File: src/rtl/operand_loader.sv
// Operand entry front end: four switch captures, one per filtered key press.
// Optional rerun from FINISHED is enabled by defining LOADER_RERUN_EN.
module operand_loader #(
  parameter int WIDTH       = 16,
  parameter int HOLD_CYCLES = 1000
) (
  input  logic             CLOCK_50,
  input  logic             rst,
  input  logic [WIDTH-1:0] sw_data,
  input  logic             key_n,
  input  logic             done,
  output logic [WIDTH-1:0] a,
  output logic [WIDTH-1:0] b,
  output logic [WIDTH-1:0] c,
  output logic [WIDTH-1:0] d,
  output logic             start,
  output logic [2:0]       stage,
  output logic             dut_rst_n
);

  typedef enum logic [3:0] {
    S_PA   = 4'd0,
    S_PB   = 4'd1,
    S_PC   = 4'd2,
    S_PD   = 4'd3,
    S_RA   = 4'd4,
    S_RB   = 4'd5,
    S_RC   = 4'd6,
    S_RD   = 4'd7,
    S_RUN  = 4'd8,
    S_FIN  = 4'd9,
    S_FREL = 4'd10
  } state_t;

  localparam logic [19:0] KMAX = 20'(HOLD_CYCLES - 1);

  state_t      state;
  logic [19:0] kcnt;
  logic        press_wait;
  logic        rel_wait;
  logic        hit;
  logic        qual;

  // Which key level the current state is waiting for.
  always_comb begin
    press_wait = 1'b0;
    rel_wait   = 1'b0;
    unique case (state)
      S_PA, S_PB, S_PC, S_PD: press_wait = 1'b1;
      S_RA, S_RB, S_RC, S_RD: rel_wait = 1'b1;
`ifdef LOADER_RERUN_EN
      S_FIN:  press_wait = 1'b1;
      S_FREL: rel_wait = 1'b1;
`endif
      default: ;
    endcase
    hit  = (press_wait && !key_n) || (rel_wait && key_n);
    qual = hit && (kcnt == KMAX);
  end

`ifdef LOADER_RERUN_EN
  logic [1:0] rlow;

  // Entry FSM with key filter, operand capture and rerun soft reset.
  always_ff @(posedge CLOCK_50 or negedge rst) begin
    if (!rst) begin
      state     <= S_PA;
      kcnt      <= '0;
      a         <= '0;
      b         <= '0;
      c         <= '0;
      d         <= '0;
      start     <= 1'b0;
      stage     <= 3'd0;
      dut_rst_n <= 1'b1;
      rlow      <= 2'd0;
    end else begin
      kcnt <= (hit && !qual) ? kcnt + 20'd1 : 20'd0;
      if (rlow != 2'd0) begin
        rlow      <= rlow - 2'd1;
        dut_rst_n <= (rlow == 2'd1);
      end
      unique case (state)
        S_PA: if (qual) begin a <= sw_data; state <= S_RA; end
        S_PB: if (qual) begin b <= sw_data; state <= S_RB; end
        S_PC: if (qual) begin c <= sw_data; state <= S_RC; end
        S_PD: if (qual) begin d <= sw_data; state <= S_RD; end
        S_RA: if (qual) begin state <= S_PB; stage <= 3'd1; end
        S_RB: if (qual) begin state <= S_PC; stage <= 3'd2; end
        S_RC: if (qual) begin state <= S_PD; stage <= 3'd3; end
        S_RD: if (qual) begin
          state <= S_RUN;
          stage <= 3'd4;
          start <= 1'b1;
        end
        S_RUN: if (done) begin state <= S_FIN; stage <= 3'd5; end
        S_FIN: if (qual) state <= S_FREL;
        S_FREL: if (qual) begin
          state     <= S_PA;
          stage     <= 3'd0;
          start     <= 1'b0;
          dut_rst_n <= 1'b0;
          rlow      <= 2'd2;
        end
        default: begin
          state <= S_PA;
          stage <= 3'd0;
          start <= 1'b0;
        end
      endcase
    end
  end
`else
  assign dut_rst_n = 1'b1;

  // Entry FSM with key filter and operand capture; FINISHED is terminal.
  always_ff @(posedge CLOCK_50 or negedge rst) begin
    if (!rst) begin
      state <= S_PA;
      kcnt  <= '0;
      a     <= '0;
      b     <= '0;
      c     <= '0;
      d     <= '0;
      start <= 1'b0;
      stage <= 3'd0;
    end else begin
      kcnt <= (hit && !qual) ? kcnt + 20'd1 : 20'd0;
      unique case (state)
        S_PA: if (qual) begin a <= sw_data; state <= S_RA; end
        S_PB: if (qual) begin b <= sw_data; state <= S_RB; end
        S_PC: if (qual) begin c <= sw_data; state <= S_RC; end
        S_PD: if (qual) begin d <= sw_data; state <= S_RD; end
        S_RA: if (qual) begin state <= S_PB; stage <= 3'd1; end
        S_RB: if (qual) begin state <= S_PC; stage <= 3'd2; end
        S_RC: if (qual) begin state <= S_PD; stage <= 3'd3; end
        S_RD: if (qual) begin
          state <= S_RUN;
          stage <= 3'd4;
          start <= 1'b1;
        end
        S_RUN: if (done) begin state <= S_FIN; stage <= 3'd5; end
        S_FIN: ;
        default: begin
          state <= S_PA;
          stage <= 3'd0;
          start <= 1'b0;
        end
      endcase
    end
  end
`endif

endmodule

File: config.mk
export PLATFORM = sky130hd
export DESIGN_NAME = operand_loader
export DESIGN_NICKNAME = d
export VERILOG_FILES = /design/src/rtl/operand_loader.sv
export SDC_FILE = /design/constraint.sdc
export NUM_CORES = 1
export LEC_CHECK = 0
export ABC_CLOCK_PERIOD_IN_PS = 6400
export CORE_UTILIZATION = 52
export CTS_CLUSTER_SIZE = 8
export DETAILED_ROUTE_END_ITERATION = 6
export GPL_ROUTABILITY_DRIVEN = 0
export PLACE_DENSITY_LB_ADDON = 0.15
export SETUP_SLACK_MARGIN = 0.1
export SYNTH_ARGS = -nofsm -noshare
export SYNTH_HDL_FRONTEND = slang
export SYNTH_SLANG_ARGS = --single-unit
File: constraint.sdc
create_clock -name CLOCK_50 -period 6.4 [get_ports CLOCK_50]
set_clock_uncertainty 0.15 [all_clocks]
set_input_delay 1.28 -clock CLOCK_50 [delete_from_list [all_inputs] [get_ports CLOCK_50]]
set_output_delay 1.28 -clock CLOCK_50 [all_outputs]
set_load 0.01 [all_outputs]
* Yosys cells after proc, flatten, opt, wreduce, memory -nomap -nowiden
Cells that the tools add are included. W data, S select, Z words.
Storage, ports and cells: register bits after elaboration 92, bits of input ports 20, output and inout port bits 69, logic and storage cells 71
Operators by class: bitwise operators 3, mux-type cells 21, eq/ne operators 19, $add $sub $neg 1, reductions and logical operators 19
Operators by type and width (count):
- $pmux W4 S10 | 1
- $mux W4 | 9
- $add A20 B1 Y20 const B | 1
- $eq A20 B10 Y1 const B | 1
- $mux W20 | 1
- $ne A2 B2 Y1 const B | 9
- $pmux W3 S6 | 1
- $eq A4 B3 Y1 const B | 4
- $mux W3 | 5
- $reduce_and A10 Y1 | 1
- $reduce_and A2 Y1 | 5
- $reduce_or A9 Y1 | 1
- $eq A4 B2 Y1 const B | 2
- $eq A4 B4 Y1 const B | 2
- $reduce_or A4 Y1 | 2
- $reduce_and A6 Y1 | 1
- $reduce_or A5 Y1 | 1
- $eq A4 B1 Y1 const B | 1
- $logic_and A1 B1 Y1 | 4
- $logic_not A4 Y1 | 1
- $mux W1 | 3
- $not A1 Y1 | 3
- $logic_not A1 Y1 | 2
- $pmux W1 S2 | 1
- $logic_or A1 B1 Y1 | 1

* Longest topological paths before layout
Gate-level depths: netlist (run 1).
depth after elaboration 9, mapped depth 8, depth with buffers taken out 5

* Worst setup path before layout (run 1)
OpenSTA, ideal clock, no wires.
path type input-to-reg, start point input port key_n, end point register b[10], stages on the path 5, setup time 0.125 ns, path slack 3.798 ns, required time 6.125 ns, data arrival time 2.327 ns, buffers on the path 1, cell sequence inv_1 nand4_1 nor3_4 buf_4 mux2_2
On the way: longest elaborated chain between the ends 5, elaborated cells on any way between the ends 6, classes of those cells reduce/logical (6)
Ends and longest elaborated chain:
- start: declaration | line 10 | input logic key_n,
- $logic_not A1 Y1 | line 57 | hit = (press_wait && !key_n) || (rel_wait && key_n);
- $logic_and A1 B1 Y1 | line 57
- $logic_or A1 B1 Y1 * | line 57
- $logic_and A1 B1 Y1 * | line 58 | qual = hit && (kcnt == KMAX);
- $reduce_and A2 Y1 (no source line) *
- end signal: assignment | line 122 | b <= '0;
- end signal: assignment | line 131 | S_PB: if (qual) begin b <= sw_data; state <= S_RB; end
- end: declaration | line 13 | output logic [WIDTH-1:0] b,
Every way passes the cells marked *; elsewhere a longest branch is shown, timed or not. A chain may end at the register's enable or synchronous reset.

* Worst setup path after layout (run 1)
start point input port key_n, end point register c[12]
On the way: longest elaborated chain between the ends 5, elaborated cells on any way between the ends 6, classes of those cells reduce/logical (6)
Ends and longest elaborated chain:
- $logic_not A1 Y1 | line 57
- $logic_and A1 B1 Y1 | line 57
- $logic_or A1 B1 Y1 * | line 57
- $logic_and A1 B1 Y1 * | line 58
- $reduce_and A2 Y1 (no source line) *
- end signal: assignment | line 123 | c <= '0;
- end signal: assignment | line 132 | S_PC: if (qual) begin c <= sw_data; state <= S_RC; end
- end: declaration | line 14 | output logic [WIDTH-1:0] c,
Marks and branches as above.

==> results of run 1 <==
-- registers in the layout, indices dropped and copies added (netlist names) --
name   flops
a         16
b         16
c         16
d         16
kcnt      20
stage      3
start      1
state      4
-- logic make-up after synthesis --
group | Yosys count
simple gates | 91
other cells | 1
flops | 92
mux | 65
buf+inv | 20
fa+ha+maj | 1
xor+xnor | 14
compound gates | 26
-- report_power, final --
group	switching [mW]	internal [mW]	total [mW]
Sequential	0.00473	0.587	0.592
Combinational	0.0288	0.0276	0.0564
Clock	0.203	0.183	0.387
-- worst max-delay path, stage by stage --
cell             delay, ns
clkdlybuf4s50_1       0.54
inv_1                 0.19
nand4_1               0.77
mux2_2                0.59
-- synthesized netlist by cell type (2+ instances only) --
cell	count
nor2_1	20
mux2_4	10
nor4_1	6
o311ai_0	3
nor2b_1	3
inv_1	4
o21ai_0	4
mux2_2	55
or4_1	5
nand3_1	11
buf_4	2
o31ai_1	4
and3_1	3
and4_1	2
xor2_1	10
nand4_1	12
nand2_1	13
a21oi_1	9
nor3_1	2
nor4b_1	3
xnor2_1	4
clkbuf_1	11
dfrtp_1	92
-- layout make-up --
class	count	area, sq um
Multi-Input combinational cell	198	1600
Inverter	4	15.0
Sequential cell	92	2300
Timing Repair Buffer	90	891
Clock inverter	6	70.1
Tap cell	99	124
Fill cell	534	2240
Clock buffer	10	128
-- final timing paths --
check	start	endpoint	slack, ns	depth (start not counted)
worst max-delay path	key_n	c[12]	3.10	4
worst min-delay path	kcnt[0]	kcnt[0]	0.33	1
worst max register to register	kcnt[0]	c[12]	3.41	5
worst min register to register	kcnt[0]	kcnt[0]	0.33	1
max in group asynchronous	rst	d[14]	4.31	2
min in group asynchronous	rst	kcnt[0]	0.64	1
-- layout by cell type, fill, tap and decap left out, drive strengths merged, types with 2 or more instances in the layout --
cell,n
dfrtp,92
clkdlybuf4s50,86
mux2,65
nor2,20
nand2,13
nand4,12
nand3,11
xor2,10
clkbuf,10
a21oi,9
nor4,7
or4,6
inv,6
o31ai,4
xnor2,4
buf,4
o21ai,4
nor4b,3
nor2b,3
and3,3
o311ai,3
clkinvlp,3
and4,3
nor3,3
or2,2
and2,2
or3,2
-- per-stage QoR --
step                      cell area, sq um  setup WS, ns
after global placement                4940          2.71
final                                 5130          3.10
after global routing                  5130          2.98
after CTS                             5130          3.05
after floorplan                       4010          3.80
after detailed placement              4940          2.66
-- metal layers --
metal	routed length (um)	vias to the layer above	global-route usage
li1	-	1296	-
met3	469	6	0.0567
met1	3730	1395	0.299
met4	68	0	0.0820
met2	4150	81	0.369
met5	0	-	0
==> metrics, run 1 <==
clk sinks 92; placed wire-length estimate 5.75 mm; fin util 0.697; Total Die Area 0.00806 sq mm; Slew Viols, Final 0; Setup Fix Bufs, Post-CTS 0; syn avg cell area 12.9 sq um; final cycle utilization of the critical path 0.515; Via density around 5.6; Detailed Route Iter0 Violations 123; Placed Cells 483; ys async rst share 1.00; largest family of logic cells by synthesized area multiplexers; Final nets roughly 420; initial core utilization 0.544; post-synthesis xor/xnor area fraction 0.0306; Final Hold Fails 0; DR DRC count 0; DRT Pass-1 Iters 4; routed len/inst 16.9 um; vias in the first global route 2,833; largest net degree at the start of global routing 75; Post-Syn Area between 0.004 and 0.005 sq mm; simple-gate share of the synthesized area 0.132; WL final 8.41 mm; H-tree levels 3; area leader, netlist dfrtp_1; Syn Inst Count 310; Clk pin slew, worst setup/hold paths 0.09 ns; sequential fraction of the synthesis area 0.574; Final Non-Filler Cells around 500; min cycle time layout 3.30 ns; ys flop type dfrtp_1; Worst Setup End Kind flip-flop; Setup CP Type input port to flip-flop; Inserted Clock Buffers 9; later-pin clock latency in the skew report 0.35 ns; post-synth cell types 45; EDFF count, synth 0; post-synth top area share 0.574; layout cell share with drive strength beyond 1 0.230; PwrDens 202 mW/mm^2; yosys warns 0; Longest Clk Path Bufs 2; RSZ-0062 raised after global routing no; Max Clock Freq slightly above 300 MHz; Die Width approximately 90 um; post-route ant nets 0; core area 0.00737 sq mm; Req. time, crit path 6.49 ns; Buffers on Ports 87; PostCTS Resize Cnt 0; gr ovfl total 0; relative slew slack 0.346; Die Y 89.8 um; Startpoint Class input port; Area Growth Syn to Fin 28.1%; CTS Hold Bufs 0; worst vdd ir between 0.1 and 0.15 mV; row cnt 31; Synth area leaders dfrtp_1 57%, mux2_2 15%, mux2_4 3.7%; Hold WS 0.328 ns; # setup viols final 0; global-route wire length before repair between 10 and 15 mm; max-cap viol count 0; TritonCTS clock tree done; CTS Root Cell clkbuf_8; adder-cell area share of the yosys netlist 0.00312; type of the most critical hold path flip-flop to flip-flop; Design Power roughly 1.0 mW; worst slew pin tran 0.978 ns; setup TNS 0 ns; Syn Nets 331; routed via count 2,778; leakage 2.32 nW; Global Route Usage Sum 0.228; Worst EP arrival 3.39 ns; mux cell area share after synthesis 0.192; Seq cells post-synth around 90; Compound-Gate Fraction of Synth Area 0.0415; n_diodes 0; status completed; Critical Path Fanout Max 16; I/O pin count 89; initial antenna violation count 0
No activity file was read; power rests on OpenSTA's default activity.
==> inputs of run 2 (changes only) <==
- ABC_CLOCK_PERIOD_IN_PS: 6400 -> 3120
- CORE_UTILIZATION: 52 -> 50
- clock period: 6.4 -> 3.12 ns (I/O delays scaled with it)
==> metrics, run 2 (synthesis results as in run 1) <==
RSZ-0062 raised after global routing no; WL final 8.33 mm (-0.93%); Final Hold Fails 0 (unchanged); vias in the first global route 2,714 (-4.2%); DR DRC count 0 (unchanged); Detailed Route Iter0 Violations 215 (+75%); delay-heaviest family, CP simple AND/OR/NAND/NOR gates; post-route ant nets 0 (unchanged); most frequent cells in the layout 92 x dfrtp_1, 86 x clkdlybuf4s50_1, 55 x mux2_2, 20 x nor2_1, 13 x nand2_1; Critical Path Fanout Max 16 (unchanged); Worst EP arrival 2.79 ns (-0.60 ns); Via density 5.53 (-0.66%); CTS Hold Bufs 0 (unchanged); PwrDens 411 mW/mm^2 (+100%); Buffers on Ports 87 (unchanged); I/O pin count 89 (unchanged); routed via count 2,804 (+0.94%); Startpoint Class flip-flop; initial antenna violation count 0 (unchanged); cells along the critical path or4_4 -> or2_0 -> nor4_4 -> buf_4 -> mux2_2; layout cell share with drive strength beyond 1 0.240 (+0.00951); later-pin clock latency in the skew report 0.35 ns (about the same); Largest register FFs 20 (unchanged); Setup WS post-layout 0.413 ns (-2.69 ns); Global Route Usage Sum 0.215 (-0.0130); Max Clock Freq 369 MHz; TritonCTS clock tree done; Inserted Clock Buffers 9 (unchanged); Setup Fix Bufs, Post-CTS 0 (unchanged); Longest Clk Path Bufs 2 (unchanged); leakage 2.35 nW (+1.2%); setup TNS 0 ns (unchanged); FF+latch area 0.00230 sq mm (unchanged); most common cell after layout, fill and taps aside dfrtp_1; placed wire-length estimate 5.79 mm (+0.77%); fin util 0.670 (-0.0268); H-tree levels 3 (unchanged); Slew Viols, Final 0 (unchanged); n_diodes 0 (unchanged); global-route wire length before repair 13.9 mm (-3.7%); PostCTS Resize Cnt 0 (unchanged); clk sinks 92 (unchanged); Setup CP Type flip-flop to flip-flop; crit path buf inv count 1 (-1); Final nets 421 (+1.2%); Largest Register kcnt; Design Power 2.13 mW (+110%); Worst Setup End Kind flip-flop; worst vdd ir 0.248 mV (+89%); status completed; Total Die Area 0.00838 sq mm (+3.9%); Req. time, crit path 3.21 ns (-3.28 ns); max-cap viol count 0 (unchanged); worst slew pin tran 0.600 ns (-0.378 ns); max incr delay on CP 0.56 ns (-0.21 ns); # setup viols final 0 (unchanged); relative slew slack 0.600 (+0.254); final cycle utilization of the critical path 0.868; row cnt 32 (+3.2%); type of the most critical hold path input port to async pin; Worst Setup Slack post-DPL 0.424 ns (-2.23 ns); slowest cell on the critical path or4_4; routed len/inst 16.4 um (-2.5%); Die Y 91.5 um (+1.9%); multi-input logic area 0.00160 sq mm (unchanged); min cycle time layout 2.71 ns; DRT Pass-1 Iters 4 (unchanged); Clk pin slew, worst setup/hold paths 0.08 ns (about the same); largest net degree at the start of global routing 48 (-36%); CTS Root Cell clkbuf_8; core area 0.00773 sq mm (+4.9%); Fill cells 577 (+8.1%); initial core utilization 0.519 (-0.0252); gr ovfl total 0 (unchanged); Area Growth Syn to Fin 29.1%; Die Width 91.5 um (+1.9%)
## run 2: cell types whose count changed in the layout (fill, tap and decap cells not counted)
cell | previous run | this run
clkinvlp_4 | 3 | 2
clkinv_4 | 0 | 1
buf_4 | 4 | 9
## run 2: routing by layer
layer,GRT usage,part of all wire,vias up
li1,-,-,1305
met1,0.294,0.45,1405
met2,0.324,0.47,86
met3,0.0561,0.061,8
met4,0.0926,0.014,0
met5,0,0,-
## run 2: final cells by class
cell class / instances / area share
clock buffers: 10 / 0.0247
clock inverters: 6 / 0.0138
inverters: 4 / 0.00290
multi-input cells: 198 / 0.310
flip-flops and latches: 92 / 0.445
well taps: 102 / 0.0247
repair buffers: 95 / 0.179
## run 2: worst paths after layout
path / start / endpoint / slack, ns / depth (start not counted)
worst max-delay path: kcnt[12] / a[0] / 0.41 / 5
min in group CLOCK_50: kcnt[0] / kcnt[0] / 0.33 / 1
worst min register to register: kcnt[0] / kcnt[0] / 0.33 / 1
worst min-delay path: rst / state[3] / 0.11 / 1
max in group asynchronous: rst / b[10] / 2.01 / 2
worst max register to register: kcnt[12] / a[0] / 0.41 / 5
## run 2: power by group
| part | internal, mW | leakage (nW) | switching (mW) |
|---|---|---|---|
| sequential | 1.20 | 1.27 | 0.00993 |
| combinational | 0.0583 | 0.989 | 0.0603 |
| clock | 0.378 | 0.0935 | 0.415 |
## run 2: stage by stage
stage	hold WS, ns	cell area, sq um	instances
finish	0.113	5180	507
global route	0.166	5180	507
global placement	0.311	4980	491
CTS	0.132	5180	507
detailed placement	0.317	4980	491
floorplan	0.178	4010	310
==> inputs of run 3 (changes only) <==
- CAP_MARGIN: unset -> 20
- CORE_MARGIN: unset -> 1.5
- SLEW_MARGIN: unset -> 20
==> metrics, run 3 (synthesis results as in run 1) <==
Global Route Usage Sum 0.215 (about the same); Fill cells 592 (+2.6%); CTS Hold Bufs 0 (unchanged); routed len/inst 16.9 um (+2.8%); Final Hold Fails 0 (unchanged); most common cell after layout, fill and taps aside dfrtp_1; Design Power 2.05 mW (-3.4%); max incr delay on CP 0.54 ns (-0.02 ns); later-pin clock latency in the skew report 0.35 ns (about the same); Via density 5.53 (about the same); Area Growth Syn to Fin 28.3%; WL final 8.55 mm (+2.6%); relative slew slack 0.566 (-0.0345); largest net degree at the start of global routing 53 (+10%); routed via count 2,796 (-0.29%); Total Die Area 0.00856 sq mm (+2.2%); slowest cell on the critical path or4_4; # setup viols final 0 (unchanged); DR DRC count 0 (unchanged); Largest Register kcnt; Reg2Reg Launch Point kcnt[10]; status completed; Buffers on Ports 87 (unchanged); row cnt 32 (unchanged); fin util 0.666 (-0.00405); PwrDens 399 mW/mm^2 (-2.8%); Max Clock Freq 371 MHz (+0.48%); design area 0.00514 sq mm (-0.60%); Setup Fix Bufs, Post-CTS 0 (unchanged); post-route ant nets 0 (unchanged); crit path buf inv count 1 (unchanged); global-route wire length before repair 14.3 mm (+3.2%); Longest Clk Path Bufs 2 (unchanged); placed wire-length estimate 5.86 mm (+1.2%); Setup WS post-layout 0.426 ns (+0.0128 ns); DRT Pass-1 Iters 5 (+1); Clk pin slew, worst setup/hold paths 0.09 ns (about the same); Worst EP arrival 2.78 ns (about the same); CTS Root Cell clkbuf_8; Die Width 92.5 um (+1.1%); type of the most critical hold path input port to async pin; vias in the first global route 2,863 (+5.5%); Req. time, crit path 3.21 ns (about the same); gr ovfl total 0 (unchanged); initial antenna violation count 0 (unchanged); TritonCTS clock tree done; H-tree levels 3 (unchanged); setup TNS 0 ns (unchanged); cells along the critical path or4_4 -> or2_0 -> nor4_4 -> buf_4 -> mux2_2; layout cell share with drive strength beyond 1 0.238 (-0.00188); Detailed Route Iter0 Violations 126 (-41%); delay-heaviest family, CP simple AND/OR/NAND/NOR gates; clk sinks 92 (unchanged); R2R setup slack 0.43 ns (about the same); Startpoint Class flip-flop; RSZ-0062 raised after global routing no; Die Y 92.5 um (+1.1%); I/O pin count 89 (unchanged); Worst R2R End a[2]; Setup CP Type flip-flop to flip-flop; Slew Viols, Final 0 (unchanged); final cycle utilization of the critical path 0.864 (-0.00411); PostCTS Resize Cnt 0 (unchanged); Worst Setup Slack post-DPL 0.442 ns (+0.0188 ns); Largest register FFs 20 (unchanged); max-cap viol count 0 (unchanged); Reg2Reg Depth 5 (unchanged); min cycle time layout 2.69 ns (-0.0128 ns); Worst Setup End Kind flip-flop; worst slew pin tran 0.651 ns (+0.0518 ns); worst vdd ir 0.297 mV (+20%); Cell Area, Placed 0.00497 sq mm (-0.15%); Inserted Clock Buffers 9 (unchanged); n_diodes 0 (unchanged); Final nets 420 (-0.24%); initial core utilization 0.519 (unchanged); most frequent cells in the layout 92 x dfrtp_1, 86 x clkdlybuf4s50_1, 55 x mux2_2, 20 x nor2_1, 13 x nand2_1; Critical Path Fanout Max 16 (unchanged); leakage 2.34 nW (-0.44%); core area 0.00773 sq mm (unchanged)
==> run 3: changes by cell type in the layout (fill, tap and decap cells not counted), sizes merged <==
| cell | change |
|---|---|
| buf | -1 |
| clkinvlp | -1 |
| inv | +1 |
| clkinv | +1 |
| bufinv | -1 |
==> run 3: cell type report <==
class                      instances  area (sq um)  share of cell area
clock buffer                      10           128              0.0248
clock inverter                     6          47.5             0.00924
inverter                           4          15.0             0.00292
multi-input combinational        198          1600               0.312
sequential                        92          2300               0.447
tap                              102           128              0.0248
timing repair buffer              94           921               0.179
==> run 3: per-layer routing <==
layer  wire length, um  vias to the layer above  GRT usage
met4                99                        0     0.0756
li1                  -                     1302          -
met1              3950                     1411      0.286
met3               496                        7     0.0542
met2              4000                       76      0.342
met5                 0                        -          0
==> run 3: how the worst max path moves through the flow <==
stage          slack [ns]  depth (start not counted)  startpoint     to
2_1_floorplan        0.60                          6    kcnt[10]  a[10]
3_3_place_gp         0.50                          5    kcnt[12]  a[15]
3_5_place_dp         0.44                          5    kcnt[12]   a[2]
4_1_cts              0.42                          5    kcnt[12]   a[2]
5_1_grt              0.34                          5    kcnt[10]   a[2]
6_report             0.43                          5    kcnt[10]   a[2]
==> run 3: power by group <==
part | internal (mW) | switching, mW
clock | 0.299 | 0.423
sequential | 1.20 | 0.00962
combinational | 0.0573 | 0.0606
total | 1.56 | 0.493
==> run 3: stage by stage <==
step	hold WS, ns	instances
after CTS	0.162	506
after global routing	0.193	506
after detailed placement	0.326	490
after floorplan	0.178	310
final	0.141	506
after global placement	0.312	490
